### src/rtl/pipeline_hazard_ctrl_if.sv
// rtl/pipeline_hazard_ctrl_if.sv - latch-chain control bundle between hazard controller and pipeline
//
// Purpose: carries the pipeline-register instructions and X-stage events into the
// hazard controller, and its enables, clears, state and counters back out.
// Signals:
//   fd_ir, dx_ir         instructions held in the F/D and D/X latches
//   x_mispredict         X stage resolved a branch/jump against the taken guess
//   md_start, md_rdy     mult/div issue this cycle / result valid pulse
//   pc_en, fd_en, dx_en  register/latch write enables
//   fd_clr, dx_clr,      latch clears (insert nop / bubble)
//   xm_clr
//   busy_state           registered controller state (00 RUN, 01 MD_WAIT, 10 FLUSH)
//   stall_cycles         saturating count of cycles with pc_en low
//   flush_events         saturating count of accepted mispredicts
// master: the hazard controller. slave: the pipeline latch chain.
interface pipeline_hazard_ctrl_if;
  logic [31:0] fd_ir;
  logic [31:0] dx_ir;
  logic        x_mispredict;
  logic        md_start;
  logic        md_rdy;
  logic        pc_en;
  logic        fd_en;
  logic        fd_clr;
  logic        dx_en;
  logic        dx_clr;
  logic        xm_clr;
  logic [1:0]  busy_state;
  logic [31:0] stall_cycles;
  logic [15:0] flush_events;

  modport master (
    input  fd_ir, dx_ir, x_mispredict, md_start, md_rdy,
    output pc_en, fd_en, fd_clr, dx_en, dx_clr, xm_clr,
    output busy_state, stall_cycles, flush_events
  );

  modport slave (
    output fd_ir, dx_ir, x_mispredict, md_start, md_rdy,
    input  pc_en, fd_en, fd_clr, dx_en, dx_clr, xm_clr,
    input  busy_state, stall_cycles, flush_events
  );
endinterface

### src/rtl/pipeline_hazard_ctrl.sv
// rtl/pipeline_hazard_ctrl.sv - load-use / mult-div stall and mispredict flush sequencer
//
// Purpose: drives the PC enable and the F/D, D/X, X/M latch enables/clears each cycle,
// inserting one-cycle load-use stalls, mult/div wait stalls and mispredict flushes,
// and keeps saturating stall-cycle and flush-event counters.
// Ports:
//   clk    rising-edge clock
//   reset  synchronous, active-high
//   bus    pipeline_hazard_ctrl_if.master (instructions/events in, controls/status out)
module pipeline_hazard_ctrl #(
  parameter int          FLUSH_CYCLES = 1,
  parameter logic [4:0]  LW_OP        = 5'b01000,
  parameter logic [4:0]  SW_OP        = 5'b00111,
  parameter logic [4:0]  BNE_OP       = 5'b00010,
  parameter logic [4:0]  BLT_OP       = 5'b00110,
  parameter logic [4:0]  JR_OP        = 5'b00100
) (
  input  logic                    clk,
  input  logic                    reset,
  pipeline_hazard_ctrl_if.master  bus
);

  localparam int CW = $clog2(FLUSH_CYCLES + 1);

  typedef enum logic [1:0] {
    RUN     = 2'b00,
    MD_WAIT = 2'b01,
    FLUSH   = 2'b10
  } state_e;

  state_e        state_q, state_d;
  logic [CW-1:0] cnt_q, cnt_d;
  logic [31:0]   stall_q, stall_d;
  logic [15:0]   flush_q, flush_d;

  logic pc_en, fd_en, fd_clr, dx_en, dx_clr, xm_clr;

  logic [4:0] fd_op, fd_rd, fd_rs, fd_rt, dx_op, dx_rd;
  logic       fd_rd_src, load_use;
  logic       unused_bits;

  assign fd_op = bus.fd_ir[31:27];
  assign fd_rd = bus.fd_ir[26:22];
  assign fd_rs = bus.fd_ir[21:17];
  assign fd_rt = bus.fd_ir[16:12];
  assign dx_op = bus.dx_ir[31:27];
  assign dx_rd = bus.dx_ir[26:22];
  assign unused_bits = ^{bus.fd_ir[11:0], bus.dx_ir[21:0]};

  // Stores and rd-reading branches/jumps use rd as a source operand.
  assign fd_rd_src = (fd_op == SW_OP) || (fd_op == BNE_OP) ||
                     (fd_op == BLT_OP) || (fd_op == JR_OP);

  assign load_use = (dx_op == LW_OP) && (dx_rd != 5'd0) &&
                    ((dx_rd == fd_rs) || (dx_rd == fd_rt) ||
                     (fd_rd_src && (dx_rd == fd_rd)));

  always_comb begin
    state_d = state_q;
    cnt_d   = cnt_q;
    stall_d = stall_q;
    flush_d = flush_q;
    pc_en   = 1'b1;
    fd_en   = 1'b1;
    fd_clr  = 1'b0;
    dx_en   = 1'b1;
    dx_clr  = 1'b0;
    xm_clr  = 1'b0;

    case (state_q)
      RUN: begin
        if (bus.x_mispredict) begin
          // PC loads the corrected target while the wrong-path F/D and D/X are squashed.
          fd_clr = 1'b1;
          dx_clr = 1'b1;
          if (flush_q != 16'hFFFF) flush_d = flush_q + 16'd1;
          if (FLUSH_CYCLES > 1) begin
            state_d = FLUSH;
            cnt_d   = CW'(FLUSH_CYCLES - 1);
          end
        end else if (bus.md_start) begin
          // Normal advance lets the unit capture its operands; md_rdy is ignored here.
          state_d = MD_WAIT;
        end else if (load_use) begin
          // Hold F/D and PC, send a bubble into D/X.
          pc_en  = 1'b0;
          fd_en  = 1'b0;
          dx_clr = 1'b1;
        end
      end
      MD_WAIT: begin
        if (bus.md_rdy) begin
          state_d = RUN;
        end else begin
          pc_en  = 1'b0;
          fd_en  = 1'b0;
          dx_en  = 1'b0;
          xm_clr = 1'b1;
        end
      end
      FLUSH: begin
        fd_clr = 1'b1;
        dx_clr = 1'b1;
        if (cnt_q <= CW'(1)) begin
          state_d = RUN;
          cnt_d   = '0;
        end else begin
          cnt_d = cnt_q - CW'(1);
        end
      end
      default: state_d = RUN;
    endcase

    if (!pc_en && (stall_q != 32'hFFFF_FFFF)) stall_d = stall_q + 32'd1;

    // Reset freezes the chain and clears every latch; the registers reset separately.
    if (reset) begin
      pc_en  = 1'b0;
      fd_en  = 1'b0;
      dx_en  = 1'b0;
      fd_clr = 1'b1;
      dx_clr = 1'b1;
      xm_clr = 1'b1;
    end
  end

  always_ff @(posedge clk) begin
    if (reset) begin
      state_q <= RUN;
      cnt_q   <= '0;
      stall_q <= '0;
      flush_q <= '0;
    end else begin
      state_q <= state_d;
      cnt_q   <= cnt_d;
      stall_q <= stall_d;
      flush_q <= flush_d;
    end
  end

  assign bus.pc_en        = pc_en;
  assign bus.fd_en        = fd_en;
  assign bus.fd_clr       = fd_clr;
  assign bus.dx_en        = dx_en;
  assign bus.dx_clr       = dx_clr;
  assign bus.xm_clr       = xm_clr;
  assign bus.busy_state   = state_q;
  assign bus.stall_cycles = stall_q;
  assign bus.flush_events = flush_q;

endmodule

### src/flat_wrapper.sv
// flat-port wrapper written by rule: the top's interface ports become plain ports
module pipeline_hazard_ctrl_flat 
#(
  parameter int          FLUSH_CYCLES = 1,
  parameter logic [4:0]  LW_OP        = 5'b01000,
  parameter logic [4:0]  SW_OP        = 5'b00111,
  parameter logic [4:0]  BNE_OP       = 5'b00010,
  parameter logic [4:0]  BLT_OP       = 5'b00110,
  parameter logic [4:0]  JR_OP        = 5'b00100
)
  (clk, reset, bus_fd_ir, bus_dx_ir, bus_x_mispredict, bus_md_start, bus_md_rdy, bus_pc_en, bus_fd_en, bus_fd_clr, bus_dx_en, bus_dx_clr, bus_xm_clr, bus_busy_state, bus_stall_cycles, bus_flush_events);
  pipeline_hazard_ctrl_if bus_i ();
  input  logic clk;
  input  logic reset;
  input wire logic [$bits(bus_i.fd_ir)-1:0] bus_fd_ir;
  input wire logic [$bits(bus_i.dx_ir)-1:0] bus_dx_ir;
  input wire logic [$bits(bus_i.x_mispredict)-1:0] bus_x_mispredict;
  input wire logic [$bits(bus_i.md_start)-1:0] bus_md_start;
  input wire logic [$bits(bus_i.md_rdy)-1:0] bus_md_rdy;
  output wire logic [$bits(bus_i.pc_en)-1:0] bus_pc_en;
  output wire logic [$bits(bus_i.fd_en)-1:0] bus_fd_en;
  output wire logic [$bits(bus_i.fd_clr)-1:0] bus_fd_clr;
  output wire logic [$bits(bus_i.dx_en)-1:0] bus_dx_en;
  output wire logic [$bits(bus_i.dx_clr)-1:0] bus_dx_clr;
  output wire logic [$bits(bus_i.xm_clr)-1:0] bus_xm_clr;
  output wire logic [$bits(bus_i.busy_state)-1:0] bus_busy_state;
  output wire logic [$bits(bus_i.stall_cycles)-1:0] bus_stall_cycles;
  output wire logic [$bits(bus_i.flush_events)-1:0] bus_flush_events;
  assign bus_i.fd_ir = bus_fd_ir;
  assign bus_i.dx_ir = bus_dx_ir;
  assign bus_i.x_mispredict = bus_x_mispredict;
  assign bus_i.md_start = bus_md_start;
  assign bus_i.md_rdy = bus_md_rdy;
  assign bus_pc_en = bus_i.pc_en;
  assign bus_fd_en = bus_i.fd_en;
  assign bus_fd_clr = bus_i.fd_clr;
  assign bus_dx_en = bus_i.dx_en;
  assign bus_dx_clr = bus_i.dx_clr;
  assign bus_xm_clr = bus_i.xm_clr;
  assign bus_busy_state = bus_i.busy_state;
  assign bus_stall_cycles = bus_i.stall_cycles;
  assign bus_flush_events = bus_i.flush_events;
  pipeline_hazard_ctrl #(.FLUSH_CYCLES(FLUSH_CYCLES), .LW_OP(LW_OP), .SW_OP(SW_OP), .BNE_OP(BNE_OP), .BLT_OP(BLT_OP), .JR_OP(JR_OP)) u_core (.clk(clk), .reset(reset), .bus(bus_i));
endmodule
### config.mk
export PLATFORM = sky130hd
export DESIGN_NAME = pipeline_hazard_ctrl_flat
export DESIGN_NICKNAME = d
export VERILOG_FILES = /design/src/rtl/pipeline_hazard_ctrl_if.sv /design/src/rtl/pipeline_hazard_ctrl.sv /design/src/flat_wrapper.sv
export SDC_FILE = /design/constraint.sdc
export NUM_CORES = 1
export LEC_CHECK = 0
export CORE_MARGIN = 2
export CORE_UTILIZATION = 47
export CTS_BUF_LIST = sky130_fd_sc_hd__clkbuf_4 sky130_fd_sc_hd__clkbuf_8
export DETAILED_ROUTE_END_ITERATION = 8
export PLACE_DENSITY = 0.92
export SETUP_SLACK_MARGIN = 0.4
export SYNTH_ARGS = -nofsm -noshare
export SYNTH_HDL_FRONTEND = slang
export SYNTH_SLANG_ARGS = --single-unit
### constraint.sdc
create_clock -name clk -period 4.15 [get_ports clk]
set_input_delay 1.245 -clock clk [delete_from_list [all_inputs] [get_ports clk]]
set_output_delay 1.245 -clock clk [all_outputs]
set_load 0.01 [all_outputs]
==> summary.md, run 1 <==
| Metric | Value |
|---|---|
| TritonRoute pass-1 iters | `4` |
| Overall die width | `80.76 um` |
| Fraction of the mapped netlist area in simple logic gates | `34.84%` |
| CTS tree | `done` |
| DRC violations left | `0` |
| Wire length per cell | `14.74 um` |
| Mux share of post-synthesis cell area | `1.175%` |
| Number of buffers inserted during clock tree synthesis | `5` |
| Placed cell count | `493` |
| Number of synthesis warnings | `0` |
| Largest net degree at the start of global routing | `52` |
| Transition time at the pin with the least slew margin | `1.030 ns` |
| Count of input and output buffers | `89` |
| Die area | `6521 um2` |
| Fraction of layout cells with a size suffix above 1 | `18.71%` |
| Kind of critical path | `in -> out` |
| Startpoint types | `input port` |
| Leakage power total | `0.001436 uW` |
| Die Height | `80.76 um` |
| Setup TNS | `0 ns` |
| Number of non-filler instances in the completed layout | `505` |
| CTS clk-pin slew, worst paths | `0.08 ns` |
| Ant. Diodes | `0` |
| Starting Density | `49.38%` |
| Synth Area in Adders | `0.9038%` |
| Gr usage total | `22.31%` |
| Status | `finished, final reports clean` |
| Largest fanout on the critical path | `2` |
| Detailed Route WL | `7443 um` |
| Number of antenna violations at the first check in global routing | `0` |
| Final Max Slew Viols | `0` |
| Clock period minus final worst setup slack | `3.958 ns` |
| Achievable Freq | `0.2527 GHz` |
| Longest Clk Path Bufs | `2` |
| Placer congestion estimate | `0.8401` |
| Sequential element share of the synthesized area | `35.43%` |
| Core ar. | `5608 um2` |
| Combinational family with the most area after synthesis | `simple AND/OR/NAND/NOR gates` |
| Aggregate global routing overflow | `0` |
| Vias after detailed routing | `2,737` |
| Depth of the CTS H-tree | `2` |
| Count of state elements after synthesis | `49` |
| Synthesized netlist cell count | `330` |
| Number of setup violations in the final report | `0` |
| Detailed router's first-iteration violation count | `93` |
| Areal power density over the cells | `222.4 nW/um2` |
| Avg Cell Area, Syn | `8.391 um2` |
| Area of the mapped netlist | `2769 um2` |
| RSZ-0062 raised after global routing | `yes` |
| Area added between synthesis and finish | `46.63%` |
| Number of global-route vias before repair | `2,583` |
| # nets final | `503` |
| Detail Route Antenna Nets | `0` |
| Via density per instance | `5.420` |
| Peak ir drop on the vdd network | `0.0002155 V` |
| Xor and xnor area share after synthesis | `15.82%` |
| Worst Path Required | `2.90 ns` |
| Unique cell type count in the Yosys netlist | `44` |
| Clock insertion delay at the later pin of the skew report | `0.29 ns` |
| Util after Layout | `72.40%` |
| Root Buffer | `sky130_fd_sc_hd__clkbuf_8` |
| Row cnt | `27` |
| I/O pins | `125` |
| Syn Nets | `401` |
| Headroom to the max-slew limit | `31.08%` |
| Hold-fix buffers at CTS | `0` |
| Post-synthesis compound-gate area fraction | `8.134%` |
| HPWL reported at the end of detailed placement | `5361 um` |
| Max-Cap Viols | `0` |
| Type of element capturing the critical path | `primary output` |
| Fin Clk Skew | `0.003217 ns` |
| First-pass GRT wire length | `11,690 um` |
| CP Data Arrival Time | `2.71 ns` |
| Final number of hold-violating endpoints | `0` |
| Number of clock sinks seen by CTS | `49` |
| Worst hold path type | `reg -> reg` |
| Part of the cycle the worst path needs | `95.36%` |
==> state kept, by name (all words and copies together) (netlist names) <==
name and flops:
u_core.bus.flush_events 16, u_core.bus.stall_cycles 32, u_core.bus.busy_state 1
==> report_power, final <==
part | switching, uW | internal [uW] | total [uW]
Clock | 144 | 140 | 284
Combinational | 73.0 | 69.3 | 142
Sequential | 4.51 | 473 | 477
Total | 222 | 682 | 903
==> layout make-up <==
type | instances | area [um2]
fillers | 447 | 1548
inverters | 9 | 33.78
flip-flops and latches | 49 | 980.9
well taps | 72 | 90.09
clock buffers | 8 | 91.34
multi-input cells | 260 | 1869
repair buffers | 107 | 994.7
==> synthesized netlist by cell type (all sizes together) <==
cell type  instances  area (um2)
mux2i              1       10.01
buf                5       38.78
o21ai              8       43.79
and4               2       17.52
nor3b              4       30.03
a41o               1       10.01
ha                 2       25.02
mux2               2       22.52
nand3             23       115.1
xor2               8       70.07
nor2b              3       18.77
clkbuf             7       26.28
conb               1       3.750
or4                3       22.52
nor4              11       130.1
o311ai             1       8.760
xnor2             42       367.9
o31ai              1       21.27
nor4b              5       65.06
a21oi             11       55.05
dfxtp             49       980.9
o31a               1       8.760
nor2              55       206.5
a21o               1       7.510
and2               2       12.51
a31o               2       17.52
nand2             23       86.33
nand4              6       37.54
a2111oi            1       27.53
o211ai             2       25.02
or3                7       43.79
and3               8       50.05
inv                9       33.78
nand2b             3       18.77
nor3              20       110.1
==> per-stage QoR <==
stage | hold WS, ns | area [um2] | setup WS, ns | total power [uW]
final | 0.5262 | 4060 | 0.1924 | 903.1
after CTS | 0.5259 | 3979 | 0.2720 | 899.0
after global placement | 0.4832 | 3789 | -0.5535 | 609.4
after floorplan | 0.5106 | 2773 | 0.4589 | 546.3
after detailed placement | 0.5130 | 3789 | -0.6263 | 612.4
after global routing | 0.5567 | 4060 | 0.1572 | 944.6
==> worst paths after layout <==
kind                               start                     endpoint  slack [ns]  cells after the start
min reg2reg  u_core.bus.flush_events[11]  u_core.bus.flush_events[11]        0.53                      2
max                        bus_fd_ir[14]                   bus_dx_clr        0.19                      7
min          u_core.bus.flush_events[11]  u_core.bus.flush_events[11]        0.53                      2
max reg2reg     u_core.bus.busy_state[0]  u_core.bus.stall_cycles[31]        1.59                      6
==> per-layer routing <==
metal	up-vias	global-route usage, %	routed length [um]
met3	16	4.778	550
li1	1342	-	-
met2	99	39.17	3724
met5	-	0	0
met4	0	8.475	167
met1	1280	26.75	3000
==> layout by cell type, fill, tap and decap left out, drive strengths merged, types with 9 or more instances in the layout <==
cell           instances
nor4                  11
clkdlybuf4s50         54
nand2                 23
a21oi                 11
dlygate4sd2           18
inv                    9
buf                   32
nor3                  20
dfxtp                 49
nand3                 23
xnor2                 42
nor2                  55
==> timing repair <==
| item | in CTS | in global routing |
|---|---|---|
| pin swaps | 22 | 12 |
| endpoints found under the setup margin | 7 | 4 |
| buffers inserted | 4 | 0 |
| resized for setup | 98 | 21 |
==> worst max-delay path, cell delays in order <==
cell and delay, ns:
sky130_fd_sc_hd__dlygate4sd2_1 0.26, sky130_fd_sc_hd__xnor2_1 0.24, sky130_fd_sc_hd__nand2_2 0.12, sky130_fd_sc_hd__nor4_4 0.30, sky130_fd_sc_hd__nor3b_4 0.09, sky130_fd_sc_hd__o311ai_4 0.27, sky130_fd_sc_hd__buf_2 0.18
==> cell families (layout without fill, tap and decap cells) <==
group	Yosys count	count (layout)
AO/OA/AOI/OAI	29	29
XOR/XNOR	50	50
adder cells (fa/ha/maj)	2	2
buffers and inverters	21	124
flip-flops	49	49
multiplexers	3	3
other	1	1
AND/OR/NAND/NOR	175	175
No activity file was read; power rests on OpenSTA's default activity.
==> run 2: changes to the inputs <==
Settings changed: CORE_ASPECT_RATIO from default to 0.5, CORE_UTILIZATION 47 to 50, DONT_BUFFER_PORTS from default to 1, PLACE_DENSITY 0.92 to 0.68.
Clock period 4.15 ns to 4.5 ns, I/O delays scaled along.
==> summary.md, run 2 (synthesized netlist as in run 1, its figures left out) <==
| Metric | Value |
|---|---|
| Status | `finished, final reports clean` |
| CTS tree | `done` |
| Areal power density over the cells | `266.7 nW/um2 (+20%)` |
| Commonest non-fill, non-tap cell in the layout | `sky130_fd_sc_hd__nor2_1` |
| Count of input and output buffers | `0 (-100%)` |
| Startpoint types | `input port` |
| Type of element capturing the critical path | `primary output` |
| Number of global-route vias before repair | `2,277 (-12%)` |
| Placer congestion estimate | `0.8145 (-3.0%)` |
| Filler cell count in the final layout | `518 (+16%)` |
| Largest fanout on the critical path | `4 (+2)` |
| Aggregate global routing overflow | `0 (unchanged)` |
| Fraction of layout cells with a size suffix above 1 | `8.841% (-9.9 points)` |
| Commonest cells after routing, fill and taps aside | `sky130_fd_sc_hd__nor2_1 (55), sky130_fd_sc_hd__dfxtp_1 (49), sky130_fd_sc_hd__xnor2_1 (42), sky130_fd_sc_hd__nand2_1 (23), sky130_fd_sc_hd__nand3_1 (23)` |
| Gr usage total | `20.30% (-2.0 points)` |
| Max-Cap Viols | `0 (unchanged)` |
| Final number of hold-violating endpoints | `0 (unchanged)` |
| Depth of the CTS H-tree | `2 (unchanged)` |
| Detailed router's first-iteration violation count | `66 (-29%)` |
| CTS clk-pin slew, worst paths | `0.08 ns (about the same)` |
| Peak ir drop on the vdd network | `0.0001772 V (-18%)` |
| Hold-fix buffers at CTS | `0 (unchanged)` |
| Overall die width | `109.2 um (+35%)` |
| DRC violations left | `0 (unchanged)` |
| Total area of sequential cells | `980.9 um2 (unchanged)` |
| Number of antenna violations at the first check in global routing | `0 (unchanged)` |
| Number of flip-flops under the largest register name | `32 (unchanged)` |
| Root Buffer | `sky130_fd_sc_hd__clkbuf_8` |
| Clock insertion delay at the later pin of the skew report | `0.29 ns (about the same)` |
| Headroom to the max-slew limit | `46.60% (+16 points)` |
| Kind of critical path | `in -> out` |
| Die area | `6185 um2 (-5.2%)` |
| Longest Clk Path Bufs | `2 (unchanged)` |
| Via density per instance | `5.676 (+4.7%)` |
| Core ar. | `5420 um2 (-3.3%)` |
| # nets final | `398 (-21%)` |
| First-pass GRT wire length | `10,120 um (-13%)` |
| Leakage power total | `0.0009077 uW (-37%)` |
| Area occupied by multi-input gates | `1689 um2 (-9.6%)` |
| Starting Density | `51.08% (+1.7 points)` |
| Transition time at the pin with the least slew margin | `0.8009 ns (-0.2286 ns)` |
| Row cnt | `19 (-30%)` |
| Area added between synthesis and finish | `5.151%` |
| Worst Path Required | `3.15 ns (+0.25 ns)` |
| Detailed Route WL | `5942 um (-20%)` |
| Detail Route Antenna Nets | `0 (unchanged)` |
| TritonRoute pass-1 iters | `4 (unchanged)` |
| Buffers inserted during post-CTS setup optimization | `0 (-4)` |
| Setup TNS | `0 ns (unchanged)` |
| RSZ-0062 raised after global routing | `no` |
| Clock period minus final worst setup slack | `3.965 ns` |
| Vias after detailed routing | `2,276 (-17%)` |
| Number of buffers inserted during clock tree synthesis | `5 (unchanged)` |
| I/O pins | `125 (unchanged)` |
| Wire length per cell | `14.82 um (+0.54%)` |
| Post-route total power | `776.4 uW (-14%)` |
| CP Data Arrival Time | `2.62 ns (-0.09 ns)` |
| Number of setup violations in the final report | `0 (unchanged)` |
| Part of the cycle the worst path needs | `88.11%` |
| Die Height | `56.62 um (-30%)` |
| HPWL reported at the end of detailed placement | `4430 um (-17%)` |
| Largest net degree at the start of global routing | `54 (+3.8%)` |
| Ant. Diodes | `0 (unchanged)` |
| Number of clock sinks seen by CTS | `49 (unchanged)` |
| Worst hold path type | `reg -> reg` |
| Fin Clk Skew | `0.01109 ns (+0.007871 ns)` |
| Final Max Slew Viols | `0 (unchanged)` |
| Achievable Freq | `0.2522 GHz` |
run 2: layer usage:
layer  global-route usage [%]  share of wire (%)
met4                    3.978               0.27
met1                    24.24                 44
met2                    36.29                 49
met3                    6.156                7.3
met5                        0                  0
run 2: through the flow:
stage          worst slack [ns]  utilization [%]  hold slack (ns)  instances  instance area, um2
3_5_place_dp             0.3303            51.85           0.5510        393                2810
3_3_place_gp             0.3560            51.85           0.5261        393                2810
4_1_cts                  0.4278            53.72           0.5637        401                2912
6_report                 0.5348            53.72           0.5572        401                2912
2_1_floorplan            0.4863                -           0.5106        330                2769
5_1_grt                  0.4232            53.72           0.6080        401                2912
run 2: worst paths after layout:
| kind | start | endpoint | slack, ns | depth (start not counted) |
|---|---|---|---|---|
| min reg2reg | u_core.bus.flush_events[11] | u_core.bus.flush_events[11] | 0.56 | 2 |
| max | bus_dx_ir[22] | bus_fd_en | 0.53 | 4 |
| min | u_core.bus.flush_events[11] | u_core.bus.flush_events[11] | 0.56 | 2 |
| max reg2reg | u_core.bus.stall_cycles[6] | u_core.bus.stall_cycles[31] | 1.67 | 7 |
run 2: power by group:
| group | switching [uW] | internal, uW | total, uW |
|---|---|---|---|
| Sequential | 5.37 | 436 | 441 |
| Clock | 143 | 139 | 283 |
| Combinational | 31.9 | 20.6 | 52.4 |
| Total | 181 | 596 | 776 |
run 2: area by class of cell:
class	count	area share, %
clock buffers	7	3.309
clock inverters	1	0.1719
inverters	9	1.160
multi-input cells	260	58.01
flip-flops and latches	49	33.69
well taps	73	3.137
repair buffers	2	0.5157
run 2: worst max-delay path, stage by stage:
cell	delay (ns)
sky130_fd_sc_hd__or4_1	0.52
sky130_fd_sc_hd__o211ai_2	0.28
sky130_fd_sc_hd__nor2_1	0.08
sky130_fd_sc_hd__a21oi_1	0.38
run 2: repair_timing:
| item | CTS | global route |
|---|---|---|
| pin swaps | 0 | 2 |
| gates resized for setup | 1 | 0 |
| setup endpoints to repair | 1 | 1 |
==> RTL change 1 (settings of run 1) <==
Take the reset off `flush_q` and load it in a clocked block of its own.
--- a/src/rtl/pipeline_hazard_ctrl.sv
+++ b/src/rtl/pipeline_hazard_ctrl.sv
@@ -130,11 +130,13 @@
       cnt_q   <= '0;
       stall_q <= '0;
-      flush_q <= '0;
     end else begin
       state_q <= state_d;
       cnt_q   <= cnt_d;
       stall_q <= stall_d;
-      flush_q <= flush_d;
     end
+  end
+
+  always_ff @(posedge clk) begin
+    flush_q <= flush_d;
   end
 
Function: changed (a bounded check fails within 4 cycles, from zero or initial values and one cycle with reset high).
==> RTL change 1 against run 1 <==
Synthesized cell count is 12% lower; sequential cell count stayed put; hold slack got worse by 23 ps; sequential share of layout area grew 3.6 points; setup slack better by 32 ps; combinational power up 6%; global-route usage about the same; total power grew 20%; cell area up 1.3%; synthesized area down 6.7%; first-iteration DRC count rose by 100%; utilization is 6.6 points higher; clock power increased by 41%; routed wire length up 3.6%; critical endpoint unchanged; largest power group unchanged.
==> RTL change 1: results (changes against run 1) <==
| Metric | Value |
|---|---|
| Final GP Congestion | 0.808 (was 0.840) |
| Actual slew at the worst max-slew pin | 772 ps (was 1030 ps) |
| HPWL after DPL | 4860 um (was 5360 um) |
| Number of synthesized flops with an enable pin | 16 (was 0) |
| DP Worst Slack | -494 ps (was -626 ps) |
| FF-to-FF End | u_core.bus.stall_cycles[29] (was u_core.bus.stall_cycles[31]) |
| Max VDD drop | 0.220 mV (was 0.216 mV) |
| Clk_lat worst skew | 310 ps (was 290 ps) |
| Dpl cells | 449 (was 493) |
| Post-synthesis sequential area ratio | 0.442 (was 0.354) |
| First-pass detailed-route iteration total | 7 (was 4) |
| Hold Path End | u_core.bus.stall_cycles[1] (was u_core.bus.flush_events[11]) |
| Min-delay src | u_core.bus.stall_cycles[1] (was u_core.bus.flush_events[11]) |
| R2r setup slk | 1710 ps (was 1590 ps) |
| Post-Route WL | 7710 um (was 7440 um) |
| Syn_nets | 360 (was 401) |
| Post-layout nets | 482 (was 503) |
| Status | finished clean (unchanged) |
| Leakage Power | 1.46 nW (was 1.44 nW) |
| Via count | 2,723 (was 2,737) |
| Worst Path Arrival | 2680 ps (was 2710 ps) |
| Largest cells by area after synthesis | dfxtp_1 26%, edfxtp_1 19%, xor2_1 7.8%, xnor2_1 6.1%, nand3_1 4.7% (was dfxtp_1 35%, xnor2_1 13%, nor2_1 7.5%, nand3_1 4.2%, nor3_1 3.3%) |
| Maximum fanout along the worst path | 3 (was 2) |
| Worst reg2reg path depth | 7 (was 6) |
| Mux share of post-synthesis cell area | 0.00872 (was 0.0117) |
| Yosys cell types | 38 (was 44) |
| Ratio of cells with drive above 1 in the final layout | 0.206 (was 0.187) |
| Gr usage total | 0.224 (was 0.223) |
| Largest net degree at the start of global routing | 33 (was 52) |
| Compound-gate portion of the synthesized area | 0.109 (was 0.0813) |
| First-pass GRT wire length | 11,100 um (was 11,700 um) |
| Vias in the first global route | 2,451 (was 2,583) |
| Drt first-iter violations | 187 (was 93) |
==> RTL change 1: cell type report <==
type                    count  area (um2)
multi-input cells         221        1540
repair buffers            124        1170
flip-flops and latches     49        1140
fillers                   350        1090
well taps                  70        87.6
clock buffers               5        68.8
clock inverters             3        65.1
inverters                  10        37.5
==> RTL change 1: kinds of logic after synthesis <==
logic type / after synthesis
AND/OR/NAND/NOR: 128
flip-flops: 49
AO/OA/AOI/OAI: 47
XOR/XNOR: 41
buffers and inverters: 19
adder cells (fa/ha/maj): 2
multiplexers: 2
other: 1
==> RTL change 1: metal layers <==
metal	GRT usage	wire, um
met1	0.258	3020
met2	0.407	4100
met4	0.0754	127
met5	0	0
met3	0.0494	459
==> RTL change 1: what timing repair did <==
| item | CTS | global route |
|---|---|---|
| pin swaps | 19 | 25 |
| gates cloned | 0 | 2 |
| setup endpoints to repair | 5 | 32 |
| resized for setup | 71 | 46 |
| setup buffers | 19 | 4 |
| hold buffers | 0 | 0 |
==> RTL change 1: how the worst max path moves through the flow <==
stage | start | end | slack (ps) | depth (start not counted)
floorplan | bus_dx_ir[22] | bus_pc_en | 430 | 5
global placement | bus_fd_ir[29] | bus_dx_clr | -480 | 8
detailed placement | bus_fd_ir[29] | bus_dx_clr | -490 | 8
CTS | bus_dx_ir[25] | bus_dx_clr | 320 | 7
global route | bus_dx_ir[25] | bus_dx_clr | 160 | 9
finish | bus_dx_ir[25] | bus_dx_clr | 220 | 9
==> RTL change 1: stage by stage <==
step	cell area (um2)	hold slack (ps)
after global routing	4110	520
final	4110	503
after floorplan	2580	508
after CTS	3880	503
after global placement	3590	476
after detailed placement	3590	490
==> RTL change 1: critical path, stage by stage <==
cell and delay, ps:
buf_8 100, buf_6 120, xor2_2 170, nor3_2 220, nand4_1 180, nand2_2 130, a31oi_4 50, o311ai_2 280
buf_2 190
==> RTL change 1: where the power goes <==
group | switching [mW] | internal, mW | total, mW
Combinational | 0.0702 | 0.0804 | 0.151
Clock | 0.162 | 0.239 | 0.401
Sequential | 0.0177 | 0.513 | 0.531
Total | 0.249 | 0.833 | 1.08
==> RTL change 2 (flow settings as in run 1) <==
Without the edit above. Make the reset (`reset`) asynchronous in one clocked block.
--- a/src/rtl/pipeline_hazard_ctrl.sv
+++ b/src/rtl/pipeline_hazard_ctrl.sv
@@ -125,5 +125,5 @@
   end
 
-  always_ff @(posedge clk) begin
+  always_ff @(posedge clk or posedge reset) begin
     if (reset) begin
       state_q <= RUN;
Behaviour: differs if reset is asserted again (counterexample within 4 cycles, from zero or initial values and one cycle with reset high); with reset held inactive, the same outputs for 10 cycles.
==> RTL change 2 against run 1 <==
Non-clock buffer count decreased by 2; cell area fell by 3.2%; hold slack worse by 27 ps; setup slack better by 150 ps; sequential share of layout area up 7.0 points; routed wire length is 13% lower; synthesized area is 1.5% lower; sequential cell count stayed put; die area is 1.5% lower; global-route usage decreased by 1.3 points; largest cell class unchanged.
Power is not compared: it rests on default switching activity, and its combinational part moved more than twofold at a synthesized area within 25%.
==> RTL change 2: results (changes against run 1) <==
| Metric | Value |
|---|---|
| DR vias/cell | 5.40 (was 5.42) |
| Initial antenna violation count | 0 (unchanged) |
| Metal-1 WL | 2870 um (was 3000 um) |
| CTS Buffer Depth | 2 (unchanged) |
| Primary FF master, synth | dfrtp_1 (was dfxtp_1) |
| Post-CTS setup buffers | 5 (was 4) |
| Final GP Congestion | 0.783 (was 0.840) |
| Min-delay src | u_core.bus.flush_events[5] (was u_core.bus.flush_events[11]) |
| Largest net degree at the start of global routing | 33 (was 52) |
| Worst min path class | reg -> reg (unchanged) |
| R2R Path Start | u_core.bus.stall_cycles[0] (was u_core.bus.busy_state[0]) |
| Status | finished clean (unchanged) |
| Top post-synthesis cells by count | 49 x dfrtp_1, 46 x xnor2_1, 30 x nand3_1 (was 55 x nor2_1, 49 x dfxtp_1, 42 x xnor2_1) |
| Flop pwr share | 0.498 |
| Gr usage total | 0.210 (was 0.223) |
| First-pass detailed-route iteration total | 4 (unchanged) |
| WL met3 | 251 um (was 550 um) |
| Dpl cells | 433 (was 493) |
| HPWL after DPL | 4840 um (was 5360 um) |
| Post-layout nets | 444 (was 503) |
| Largest cells by area after synthesis | dfrtp_1 45%, xnor2_1 15%, nand3_1 5.5%, xor2_1 4.5%, nand4_1 3.4% (was dfxtp_1 35%, xnor2_1 13%, nor2_1 7.5%, nand3_1 4.2%, nor3_1 3.3%) |
| Ratio of cells with drive above 1 in the final layout | 0.164 (was 0.187) |
| Post-synthesis sequential area ratio | 0.450 (was 0.354) |
| DP Worst Slack | -654 ps (was -626 ps) |
| Drt first-iter violations | 147 (was 93) |
| GR Util met1 | 0.270 (was 0.267) |
| Worst Setup SP | bus_dx_ir[26] (was bus_fd_ir[14]) |
| Syn_nets | 340 (was 401) |
| Worst Path Arrival | 2560 ps (was 2710 ps) |
| P_int | 0.826 mW |
| Yosys cell types | 47 (was 44) |
| Antenna cells | 0 (unchanged) |
| Number of gates resized after CTS | 87 (was 98) |
| Grt met2 use | 0.359 (was 0.392) |
| Yosys warns | 0 (unchanged) |
| Post-Route WL | 6450 um (was 7440 um) |
| Final setup skew | 8.70 ps (was 3.22 ps) |
| Max reg flops | 32 (unchanged) |
| Wirelength per Cell | 14.5 um (was 14.7 um) |
| Cell count after synthesis | 269 (was 330) |
| Vias in the first global route | 2,374 (was 2,583) |
| CTS H-tree depth | 2 (unchanged) |
| First-pass GRT wire length | 10,700 um (was 11,700 um) |
| Met3 usage | 0.0371 (was 0.0478) |
| Max_slew headroom | 0.425 (was 0.311) |
| Async set-or-reset flop fraction in the synthesized netlist | 1.00 (was 0) |
| Maximum fanout along the worst path | 2 (unchanged) |
| WL met2 | 3220 um (was 3720 um) |
[RTL change 2: area by class of cell]
class / instances / area [um2]
Clock buffer: 6 / 82.6
Multi-Input combinational cell: 207 / 1520
Fill cell: 413 / 1610
Sequential cell: 49 / 1230
Clock inverter: 1 / 7.51
Inverter: 5 / 22.5
Tap cell: 72 / 90.1
Timing Repair Buffer: 105 / 981
[RTL change 2: final timing paths]
check	endpoint	slack (ps)	cells past startpoint
hold / removal	u_core.bus.flush_events[5]	500	1
setup reg to reg	u_core.bus.stall_cycles[26]	1660	6
min in group asynchronous	u_core.bus.stall_cycles[3]	1420	3
setup / recovery	bus_dx_clr	340	9
hold reg to reg	u_core.bus.flush_events[5]	500	1
max in group asynchronous	u_core.bus.stall_cycles[27]	2470	3
[RTL change 2: critical path, cell delays in order]
cell      delay, ps
buf_8           100
buf_6           100
buf_4           140
xnor2_2         130
nand3_1          90
nor3_2          240
nor3_2           80
o311ai_1        230
buf_2           200
[RTL change 2: kinds of logic (layout without fill, tap and decap cells)]
| kind of cell | after synthesis | in the layout | share of synthesized area |
|---|---|---|---|
| xor gates and xnor gates | 60 | 60 | 0.193 |
| other | 1 | 1 | 0.00138 |
| buffers and inverters | 13 | 117 | 0.0262 |
| AOI/OAI and AO/OA | 11 | 11 | 0.0404 |
| DFF | 49 | 49 | 0.450 |
| muxes | 2 | 2 | 0.00826 |
| and+or+nand+nor | 131 | 131 | 0.272 |
| adders and majority gates | 2 | 2 | 0.00918 |
[RTL change 2: through the flow]
stage,TNS (ps),instance area [um2],util
2_1_floorplan,0,2730,-
3_3_place_gp,-1550,3740,0.675
3_5_place_dp,-1740,3740,0.675
4_1_cts,0,3900,0.705
5_1_grt,0,3930,0.710
6_report,0,3930,0.710
